$ cat src/rtl/ram_streamer_pkg.sv
// ram_streamer shared types: FSM states and output buffer depth.
// Optional looping support is enabled by defining RAM_STREAMER_LOOP_EN.
package ram_streamer_pkg;

   typedef enum logic [1:0] {
      IDLE  = 2'd0,
      READ  = 2'd1,
      DRAIN = 2'd2
   } state_t;

   localparam int OBUF_DEPTH = 2;

endpackage

$ cat src/rtl/ram_streamer_obuf.sv
// Two-entry output FIFO holding {last, data}; push and pop may coincide.
// Head entry stays put until popped, so the stream side sees stable data.
module ram_streamer_obuf
   import ram_streamer_pkg::*;
#(
   parameter int W = 33
) (
   input  logic         clk,
   input  logic         reset,
   input  logic         push,
   input  logic         pop,
   input  logic [W-1:0] din,
   output logic [W-1:0] dout,
   output logic [1:0]   occ
);

   logic [W-1:0] mem_q [OBUF_DEPTH];
   logic [W-1:0] mem_d [OBUF_DEPTH];
   logic         wr_q, wr_d;
   logic         rd_q, rd_d;
   logic [1:0]   occ_q, occ_d;
   logic         do_pop;

   always_comb begin
      mem_d  = mem_q;
      wr_d   = wr_q;
      rd_d   = rd_q;
      occ_d  = occ_q;
      do_pop = pop && (occ_q != 2'd0);
      if (push) begin
         mem_d[wr_q] = din;
         wr_d        = ~wr_q;
      end
      if (do_pop) begin
         rd_d = ~rd_q;
      end
      unique case ({push, do_pop})
         2'b10:   occ_d = occ_q + 2'd1;
         2'b01:   occ_d = occ_q - 2'd1;
         default: occ_d = occ_q;
      endcase
   end

   always_ff @(posedge clk) begin
      if (reset) begin
         for (int i = 0; i < OBUF_DEPTH; i++) begin
            mem_q[i] <= '0;
         end
         wr_q  <= 1'b0;
         rd_q  <= 1'b0;
         occ_q <= 2'd0;
      end else begin
         mem_q <= mem_d;
         wr_q  <= wr_d;
         rd_q  <= rd_d;
         occ_q <= occ_d;
      end
   end

   assign dout = mem_q[rd_q];
   assign occ  = occ_q;

endmodule

$ cat src/rtl/ram_streamer.sv
// Streams (addr, len) bursts out of a block RAM port as AXI-Stream.
// Define RAM_STREAMER_LOOP_EN to add the loop/stop repeat controls.
module ram_streamer
   import ram_streamer_pkg::*;
#(
   parameter int DWIDTH = 32,
   parameter int AWIDTH = 9
) (
   input  logic              clk,
   input  logic              reset,
   input  logic [AWIDTH-1:0] cmd_addr,
   input  logic [AWIDTH-1:0] cmd_len_m1,
   input  logic              cmd_valid,
   output logic              cmd_ready,
`ifdef RAM_STREAMER_LOOP_EN
   input  logic              loop,
   input  logic              stop,
`endif
   output logic              ram_en,
   output logic [AWIDTH-1:0] ram_addr,
   input  logic [DWIDTH-1:0] ram_dout,
   output logic [DWIDTH-1:0] o_tdata,
   output logic              o_tlast,
   output logic              o_tvalid,
   input  logic              o_tready,
   output logic              busy
);

   state_t            state_q, state_d;
   logic [AWIDTH-1:0] start_q, start_d;
   logic [AWIDTH-1:0] len_q, len_d;
   logic [AWIDTH-1:0] cnt_q, cnt_d;
   logic              infl_q, infl_d;
   logic              infl_last_q, infl_last_d;
   logic [1:0]        occ;
   logic [2:0]        lvl;
   logic              pop;
   logic              final_issue;
   logic              restart;
   logic [DWIDTH:0]   buf_dout;

`ifdef RAM_STREAMER_LOOP_EN
   logic stop_q, stop_d;

   assign restart = loop && !(stop_q || stop);

   always_comb begin
      stop_d = stop_q || stop;
      if (state_q == IDLE) begin
         stop_d = 1'b0;
      end
   end

   always_ff @(posedge clk) begin
      if (reset) begin
         stop_q <= 1'b0;
      end else begin
         stop_q <= stop_d;
      end
   end
`else
   assign restart = 1'b0;
`endif

   assign pop         = o_tvalid && o_tready;
   // Words already owed to the buffer must fit after this cycle's pop.
   assign lvl         = {1'b0, occ} + {2'b00, infl_q};
   assign ram_en      = (state_q == READ) && (lvl < (3'd2 + {2'b00, pop}));
   assign ram_addr    = start_q + cnt_q;
   assign final_issue = ram_en && (cnt_q == len_q);

   always_comb begin
      state_d     = state_q;
      start_d     = start_q;
      len_d       = len_q;
      cnt_d       = cnt_q;
      infl_d      = ram_en;
      infl_last_d = final_issue;
      unique case (state_q)
         IDLE: begin
            if (cmd_valid) begin
               start_d = cmd_addr;
               len_d   = cmd_len_m1;
               cnt_d   = '0;
               state_d = READ;
            end
         end
         READ: begin
            if (ram_en) begin
               cnt_d = cnt_q + 1'b1;
            end
            if (final_issue) begin
               if (restart) begin
                  cnt_d = '0;
               end else begin
                  state_d = DRAIN;
               end
            end
         end
         DRAIN: begin
            // Only the very last buffered word ends the command.
            if (pop && o_tlast && occ == 2'd1 && !infl_q) begin
               state_d = IDLE;
            end
         end
         default: state_d = IDLE;
      endcase
   end

   always_ff @(posedge clk) begin
      if (reset) begin
         state_q     <= IDLE;
         start_q     <= '0;
         len_q       <= '0;
         cnt_q       <= '0;
         infl_q      <= 1'b0;
         infl_last_q <= 1'b0;
      end else begin
         state_q     <= state_d;
         start_q     <= start_d;
         len_q       <= len_d;
         cnt_q       <= cnt_d;
         infl_q      <= infl_d;
         infl_last_q <= infl_last_d;
      end
   end

   ram_streamer_obuf #(
      .W (DWIDTH + 1)
   ) u_obuf (
      .clk   (clk),
      .reset (reset),
      .push  (infl_q),
      .pop   (pop),
      .din   ({infl_last_q, ram_dout}),
      .dout  (buf_dout),
      .occ   (occ)
   );

   assign o_tdata   = buf_dout[DWIDTH-1:0];
   assign o_tlast   = buf_dout[DWIDTH];
   assign o_tvalid  = (occ != 2'd0);
   assign cmd_ready = (state_q == IDLE);
   assign busy      = (state_q != IDLE);

endmodule

$ cat config.mk
export PLATFORM = sky130hd
export DESIGN_NAME = ram_streamer
export DESIGN_NICKNAME = d
export VERILOG_FILES = /design/src/rtl/ram_streamer_pkg.sv /design/src/rtl/ram_streamer_obuf.sv /design/src/rtl/ram_streamer.sv
export SDC_FILE = /design/constraint.sdc
export NUM_CORES = 1
export LEC_CHECK = 0
export BUFFER_PORTS_ARGS = -buffer_cell sky130_fd_sc_hd__clkbuf_2
export CAP_MARGIN = 20
export CORE_MARGIN = 5
export CORE_UTILIZATION = 50
export DETAILED_ROUTE_END_ITERATION = 8
export PLACE_DENSITY = 0.83
export SYNTH_ARGS = -nofsm -noshare
export SYNTH_HDL_FRONTEND = slang
export SYNTH_SLANG_ARGS = --single-unit
$ cat constraint.sdc
create_clock -name clk -period 2.9 [get_ports clk]
set_clock_uncertainty 0.05 [all_clocks]
set_input_delay 0.58 -clock clk [delete_from_list [all_inputs] [get_ports clk]]
set_output_delay 0.58 -clock clk [all_outputs]
set_load 0.03 [all_outputs]
==> results of run 1 <==
-- metrics by stage --
stage	utilization (%)	setup WS, ns
after floorplan	-	0.0839
final	62.4	0.0109
after CTS	62.1	-0.0433
after global placement	58.7	0.138
after global routing	62.4	-0.0681
after detailed placement	58.7	0.0746
-- worst max-delay path: stages, from the launching register on --
cell,delay [ns]
sky130_fd_sc_hd__dfxtp_2,0.35
sky130_fd_sc_hd__ha_4,0.16
sky130_fd_sc_hd__fa_2,0.34
sky130_fd_sc_hd__a21o_1,0.21
sky130_fd_sc_hd__a2111oi_4,0.36
sky130_fd_sc_hd__buf_4,0.18
sky130_fd_sc_hd__xnor2_2,0.11
sky130_fd_sc_hd__clkbuf_8,0.18
-- where the power goes --
part / total, uW / internal [uW] / switching, uW / leakage [uW]
Clock: 935 / 452 / 483 / 0.000107
Combinational: 1130 / 414 / 721 / 0.00135
Sequential: 1600 / 1510 / 84.5 / 0.000822
-- flip-flops by register name, indices dropped and copies added, names as in the netlist --
register and cells:
cnt_q 9, u_obuf.wr_q 1, start_q 9, u_obuf.rd_q 1, u_obuf.occ 2, infl_last_q 1
state_q 2, infl_q 1, len_q 9, u_obuf.mem_q 66
-- synthesized netlist by cell type, types with 2 or more instances --
master                     instances
sky130_fd_sc_hd__a21oi_1          97
sky130_fd_sc_hd__and2_1            2
sky130_fd_sc_hd__and3_1            3
sky130_fd_sc_hd__buf_1             4
sky130_fd_sc_hd__buf_2             2
sky130_fd_sc_hd__clkbuf_1         28
sky130_fd_sc_hd__dfxtp_1         101
sky130_fd_sc_hd__ha_1             14
sky130_fd_sc_hd__inv_1             7
sky130_fd_sc_hd__mux2_2           33
sky130_fd_sc_hd__mux2i_1           7
sky130_fd_sc_hd__nand2_1         182
sky130_fd_sc_hd__nand2b_1          4
sky130_fd_sc_hd__nand3_1           8
sky130_fd_sc_hd__nand4_1           4
sky130_fd_sc_hd__nor2_1           10
sky130_fd_sc_hd__o211ai_1          2
sky130_fd_sc_hd__o21ai_0           2
sky130_fd_sc_hd__or2_2             2
sky130_fd_sc_hd__or3_1             9
sky130_fd_sc_hd__xnor2_1          16
sky130_fd_sc_hd__xor2_1            4
-- worst paths after layout --
kind,from,to,cells after the start
setup / recovery,start_q[0],ram_addr[6],7
hold reg to reg,u_obuf.mem_q[38],u_obuf.mem_q[38],2
setup reg to reg,infl_q,state_q[1],5
hold / removal,cmd_addr[3],start_q[3],3
-- kinds of logic after synthesis --
kind of cell,after synthesis,share of synthesized area [%]
AOI/OAI and AO/OA,109,12.8
xor gates and xnor gates,20,3.87
adders and majority gates,15,4.31
buffers and inverters,41,3.45
DFF,101,44.6
muxes,40,9.75
and+or+nand+nor,230,21.2
-- metal layers --
metal	part of all wire, %	global-route usage [%]	vias up
met5	0	0	-
met4	2.8	9.13	0
met3	6.0	5.06	34
met2	51	35.7	146
met1	40	24.1	1973
li1	-	-	2037
-- cell type report --
class / instances / area share, %
Clock buffer: 12 / 2.84
Clock inverter: 4 / 1.03
Inverter: 7 / 0.481
Multi-Input combinational cell: 414 / 44.4
Sequential cell: 101 / 37.1
Tap cell: 108 / 2.47
Timing Repair Buffer: 113 / 11.7
-- what timing repair did --
action	4_1_cts	5_1_grt
pin swaps	4	7
setup buffers	2	1
gates resized for setup	16	9
hold buffers	0	0
endpoints found under the setup margin	3	4
==> results by stage, run 1 <==
Synth:
- The count of mapped cells out of synthesis is 556.
- A synthesized cell averages 8.15 sq um.
- The number of nets handed over by synthesis was 625.
- The leading register cell type out of synthesis is sky130_fd_sc_hd__dfxtp_1.
- Summing the sequential cell areas from Yosys gives 44.6% of the chip area.
- The synthesized design devotes to its leading area cell type 44.6% of total area.
- The synthesized design spends more area on one cell type than any other, namely sky130_fd_sc_hd__dfxtp_1.
- Ranked by total cell area, the synthesized netlist is headed by sky130_fd_sc_hd__dfxtp_1 45%, sky130_fd_sc_hd__nand2_1 15%, sky130_fd_sc_hd__a21oi_1 11%, sky130_fd_sc_hd__mux2_2 8.2%, sky130_fd_sc_hd__ha_1 3.9%.
- The number of flip-flops and latches in the synthesized netlist is 101.
- Counting distinct cell types in the post-synthesis netlist gives 37.
- The async set or reset register ratio after synthesis is 0%.
- During synthesis, Yosys emitted a total of 0 warnings.
- In this run, synthesis inferred 0 flip-flops with an integrated enable.
- The cell area after technology mapping is 4530 sq um.

STA:
- The number of hold violations in the final report is 0.
- The final cycle utilization of the critical path is 99.6%.
- The tightest hold path in the finished design has a slack of 0.372 ns.
- The measured slew at the worst slew-check pin is 0.890 ns.
- For this run, the top clock speed supported by timing is ~350 MHz.
- The minimum clock period after layout is 2.89 ns.
- The setup-violating endpoint count in the final report is 0.
- The final count of pins violating max slew is 0.
- The worst slew margin relative to its limit is just over 40%.
- Summed over all failing endpoints, the final setup total negative slack is 0 ns.
- Setup repair after global routing could not meet its margin everywhere.

Finish:
- Fill cells in the final layout number approximately 760.
- Once layout is complete, the cells apart from fillers number 759.
- From synthesis to final layout, the design area changed by 20.6%.
- In the layout the commonest cells are 182 x sky130_fd_sc_hd__nand2_1, 95 x sky130_fd_sc_hd__a21oi_1, 95 x sky130_fd_sc_hd__dfxtp_1.
- The register area is 2030 sq um.
- The final antenna diode count is 0.
- The final instance area is around 5500 sq um.
- The net count of the finished layout is 715.
- The total area of multi-input combinational cells is ~2400 sq um.
- The share of final-layout standard cells stronger than drive strength 1 is 27.8%.
- Leaving out fill and tap cells, the most frequent cell in the layout is sky130_fd_sc_hd__nand2_1.

Place:
- The placed wire-length estimate after detailed placement is between 8000 and 9000 microns.
- The routability congestion estimate from global placement is 0.884.
- Counting tap cells, the placed design contains a total of 740 instances.
- Input and output buffers added on the ports amount to 99.
- The instance area at placement is 5140 sq um.

GRT:
- The number of antenna violations at the first check in global routing is 0.
- The via count of the first global-routing pass is slightly above 4000.
- The total congestion overflow after global routing is 0.
- The total global-route track usage is 20.7%.
- Entering global routing, the biggest net connects 43 pins.
- The global-route wire length before repair is approximately 19000 microns.

Min path:
- The class of the tightest hold or removal check is input pin to register.

Die:
- The area of the placeable core is 8760 sq um.
- The site row count is 34.
- 100 I/O pins were placed.
- Once the floorplan was initialized, standard cells occupied 51.7% of the core.
- The width of the chip is roughly 110 microns.
- The vertical die dimension is 105 microns.
- The die covers ~11000 sq um.

Status:
- The run finished with clean final reports.

Route:
- Wires add up to 11800 microns.
- The count of nets left with antenna violations once routing finished came out at 0.
- The total number of vias is 4190.
- Before antenna repair, the detailed router went through 4 iterations.
- The detailed router finished its first iteration with around 180 violations.
- After detailed routing, the number of remaining DRC violations is 0.
- After detailed routing, the average wire length per cell comes to 15.5 microns.
- In the routed layout, each cell is associated on average with a via count of 5.52.

Worst setup path:
- The worst setup path is captured at an output pin.
- The highest fanout seen on the critical path is 2.
- The worst endpoint data arrival time is between 2 and 2.5 ns.
- The setup slack of the worst register-to-register path is 0.66 ns.
- The type of origin of the critical path is a register.
- For the worst setup path, the data required time is ~2.3 ns.
- The worst setup path category is register to output pin.

Pwr:
- The power per cell area is 671 nW/um^2.
- VDD sags by at most 373 uV.
- The standby leakage power is 0.00228 uW.
- The sum of internal, switching and leakage power is 3660 uW.

CTS:
- The H-tree generated during clock tree synthesis spans 3 levels.
- Clock tree synthesis inserted a total of 9 buffers.
- The number of sinks on the clock net is 101.
- The later-pin clock latency in the skew report is 0.36 ns.
- Clock-pin slew was measured on the worst setup and hold paths at 0.10 ns.
- The root buffer cell is sky130_fd_sc_hd__clkbuf_8.
- The buffer depth of the longest clock path is 2.
- TritonCTS built the clock tree.

Run:
- The number of maximum-capacitance violations is 0.
No activity file was read; power rests on OpenSTA's default activity.
==> inputs of run 2 (changes only) <==
--- a/config.mk
+++ b/config.mk
@@ -7,8 +7,9 @@
 export LEC_CHECK = 0
 export BUFFER_PORTS_ARGS = -buffer_cell sky130_fd_sc_hd__clkbuf_2
 export CAP_MARGIN = 20
-export CORE_MARGIN = 5
+export CORE_MARGIN = 3
 export CORE_UTILIZATION = 50
+export CTS_CLUSTER_SIZE = 28
 export DETAILED_ROUTE_END_ITERATION = 8
 export PLACE_DENSITY = 0.83
 export SYNTH_ARGS = -nofsm -noshare
==> run 2 against run 1 <==
  * Routed wire length is 7.1% lower
  * Non-clock buffer count is 1 lower
  * Hold slack better by 0.012 ns
  * Core utilization is 0.27 points lower
  * Count of clock-buffer cells in the layout is 1 lower
  * Sequential power hardly changed
  * Highest routed layer unchanged
==> results by stage, run 2 (same netlist as run 1, synthesis figures left out) <==
STA:
- Setup repair after global routing could not meet its margin everywhere.
- The final count of pins violating max slew was 0 (unchanged).
- The final cycle utilization of the critical path is 98.8% (-0.81 points).
- The setup-violating endpoint count in the final report is 0 (unchanged).
- The minimum clock period after layout is 2.87 ns (-0.0235 ns).
- The fmax was 349 MHz (+0.82%).
- The minimum setup slack in the final design came to 0.0344 ns (+0.0235 ns).
- The measured slew at the worst slew-check pin is 0.927 ns (+0.0369 ns).
- The worst slew margin relative to its limit was 38.0% (-2.5 points).
- The sum of negative setup slack is 0 ns (unchanged).
- The number of hold violations in the final report is 0 (unchanged).

GRT:
- The total global-route track usage came to 21.1% (+0.46 points).
- The via count of the first global-routing pass was 3924 (-5.2%).
- The pin count of the biggest net entering global routing is 54 (+26%).
- The total congestion overflow after global routing is 0 (unchanged).
- The global-route wire length before repair is 17700 microns (-7.6%).
- The number of antenna violations at the first check in global routing came to 0 (unchanged).

Pwr:
- The sum of internal, switching and leakage power came to 3680 uW (+0.54%).
- The peak supply drop came to 409 uV (+9.8%).
- The power per cell area is 677 nW/um^2 (+0.98%).
- The standby leakage power was 0.00227 uW (-0.60%).

Run:
- The number of maximum-capacitance violations is 0 (unchanged).

Worst setup path:
- The highest fanout seen on the critical path is 7 (+5).
- STA classifies the critical path startpoint as a register.
- The required time at the worst-slack endpoint is 2.27 ns (about the same).
- STA classifies the critical path endpoint as an output pin.
- The depth of the most critical reg-to-reg path came to 7 (+2).
- Tracing the worst setup path back leads to its startpoint at cnt_q[3].
- The worst endpoint data arrival time is 2.24 ns (-0.02 ns).
- In this run the critical register-to-register path is launched from u_obuf.occ[0].
- The critical path in this run is classified as register to output pin.

Place:
- The routability congestion estimate from global placement is 0.906 (+2.5%).
- The setup slack after placement came to 0.0985 ns (+0.0239 ns).
- The placed wire-length estimate after detailed placement is 7520 microns (-6.6%).
- The count of buffers from port buffering is 99 (unchanged).

Finish:
- Ranked by flip-flop count, first place goes to u_obuf.mem_q.
- The share of final-layout standard cells stronger than drive strength 1 is 27.1% (-0.68 points).
- The final antenna diode count was 0 (unchanged).
- The number of flip-flops under the largest register name is 66 (unchanged).
- The library cells used most frequently in the layout, excluding fill and tap cells, are 182 x sky130_fd_sc_hd__nand2_1, 96 x sky130_fd_sc_hd__a21oi_1, 96 x sky130_fd_sc_hd__dfxtp_1.
- The most common cell after layout, fill and taps aside is sky130_fd_sc_hd__nand2_1.
- The final layout net count is 714 (-0.14%).
- Relative to the synthesized area, the layout overhead comes to 20.1%.

Min path:
- The start point of the worst hold path is cmd_addr[0].
- The number of cells traversed by the worst hold path is 3 (unchanged).
- The class of the tightest hold or removal check is input pin to register.

Die:
- The die area is 10200 sq um (-7.5%).
- The vertical die dimension was 101 microns (-3.8%).
- The width of the chip was 101 microns (-3.8%).
- The area of the placeable core is 8760 sq um (unchanged).
- The site row count came to 34 (unchanged).
- The initial standard-cell utilization of the core is 51.7% (unchanged).
- The count of boundary I/O pins is 100 (unchanged).

Route:
- The first-pass detailed-route iteration total is 5 (+1).
- The residual antenna-violating net count after detailed routing is 0 (unchanged).
- The average vias per placed instance is 5.36 (-2.9%).
- The sum of routed wire length over all layers came to 10900 microns (-7.1%).
- The number of design-rule violations left by the first detailed-router iteration is 166 (-8.3%).
- The residual DRC count is 0 (unchanged).
- The total number of vias is 4056 (-3.2%).
- The average routed wire per standard cell is 14.4 microns (-6.9%).

CTS:
- The buffer depth of the longest clock path is 2 (unchanged).
- The total CTS buffers was 9 (unchanged).
- The clock edge transition at the registers on the reported setup and hold paths came to 0.09 ns (about the same).
- The TritonCTS clock tree is yes.
- The number of levels the H-tree was split into is 3 (unchanged).
- The number of sinks on the clock net is 101 (unchanged).
- The later-pin clock latency in the skew report is 0.35 ns (about the same).
- The cell sitting at the root of the clock tree is a sky130_fd_sc_hd__clkbuf_8.

Status:
- The run finished with clean final reports.
## run 2: final timing paths
kind	end	slack, ns
worst min-delay path	start_q[0]	0.38
worst max register to register	state_q[1]	0.56
worst min register to register	u_obuf.mem_q[26]	0.41
worst max-delay path	ram_addr[6]	0.03
## run 2: final cells by class
type,instances,area [sq um]
repair buffers,112,626
multi-input cells,414,2410
flip-flops and latches,101,2030
fillers,741,3320
well taps,108,135
clock buffers,11,141
inverters,7,26.3
clock inverters,4,72.6
## run 2: power breakdown
part	switching (uW)	internal (uW)
Clock	461	505
Sequential	108	1510
Combinational	685	416
## run 2: routing by layer
layer,up-vias,part of all wire (%),track usage [%]
met5,-,0,0
met4,0,1.4,7.98
met3,14,5.3,3.37
met2,127,51,36.8
met1,1888,43,26.2
li1,2027,-,-
## run 2: repair_timing
| action | 4_1_cts | 5_1_grt |
|---|---|---|
| hold buffers | 0 | 0 |
| buffers inserted | 1 | 0 |
| pin swaps | 4 | 6 |
| gates resized for setup | 13 | 4 |
| endpoints found under the setup margin | 2 | 3 |
## run 2: worst max-delay path, stage by stage, from the launching register on
cell	delay, ns
sky130_fd_sc_hd__dfxtp_1	0.48
sky130_fd_sc_hd__ha_1	0.34
sky130_fd_sc_hd__and3_1	0.20
sky130_fd_sc_hd__a2111oi_4	0.40
sky130_fd_sc_hd__buf_4	0.18
sky130_fd_sc_hd__xnor2_2	0.10
sky130_fd_sc_hd__clkbuf_8	0.18
## run 2: per-stage QoR
stage	std cells	hold slack, ns	utilization, %	cell area (sq um)
floorplan	556	0.382	-	4540
global placement	741	0.388	58.8	5150
detailed placement	741	0.396	58.8	5150
CTS	757	0.367	62.0	5440
global route	757	0.387	62.1	5440
finish	757	0.384	62.1	5440
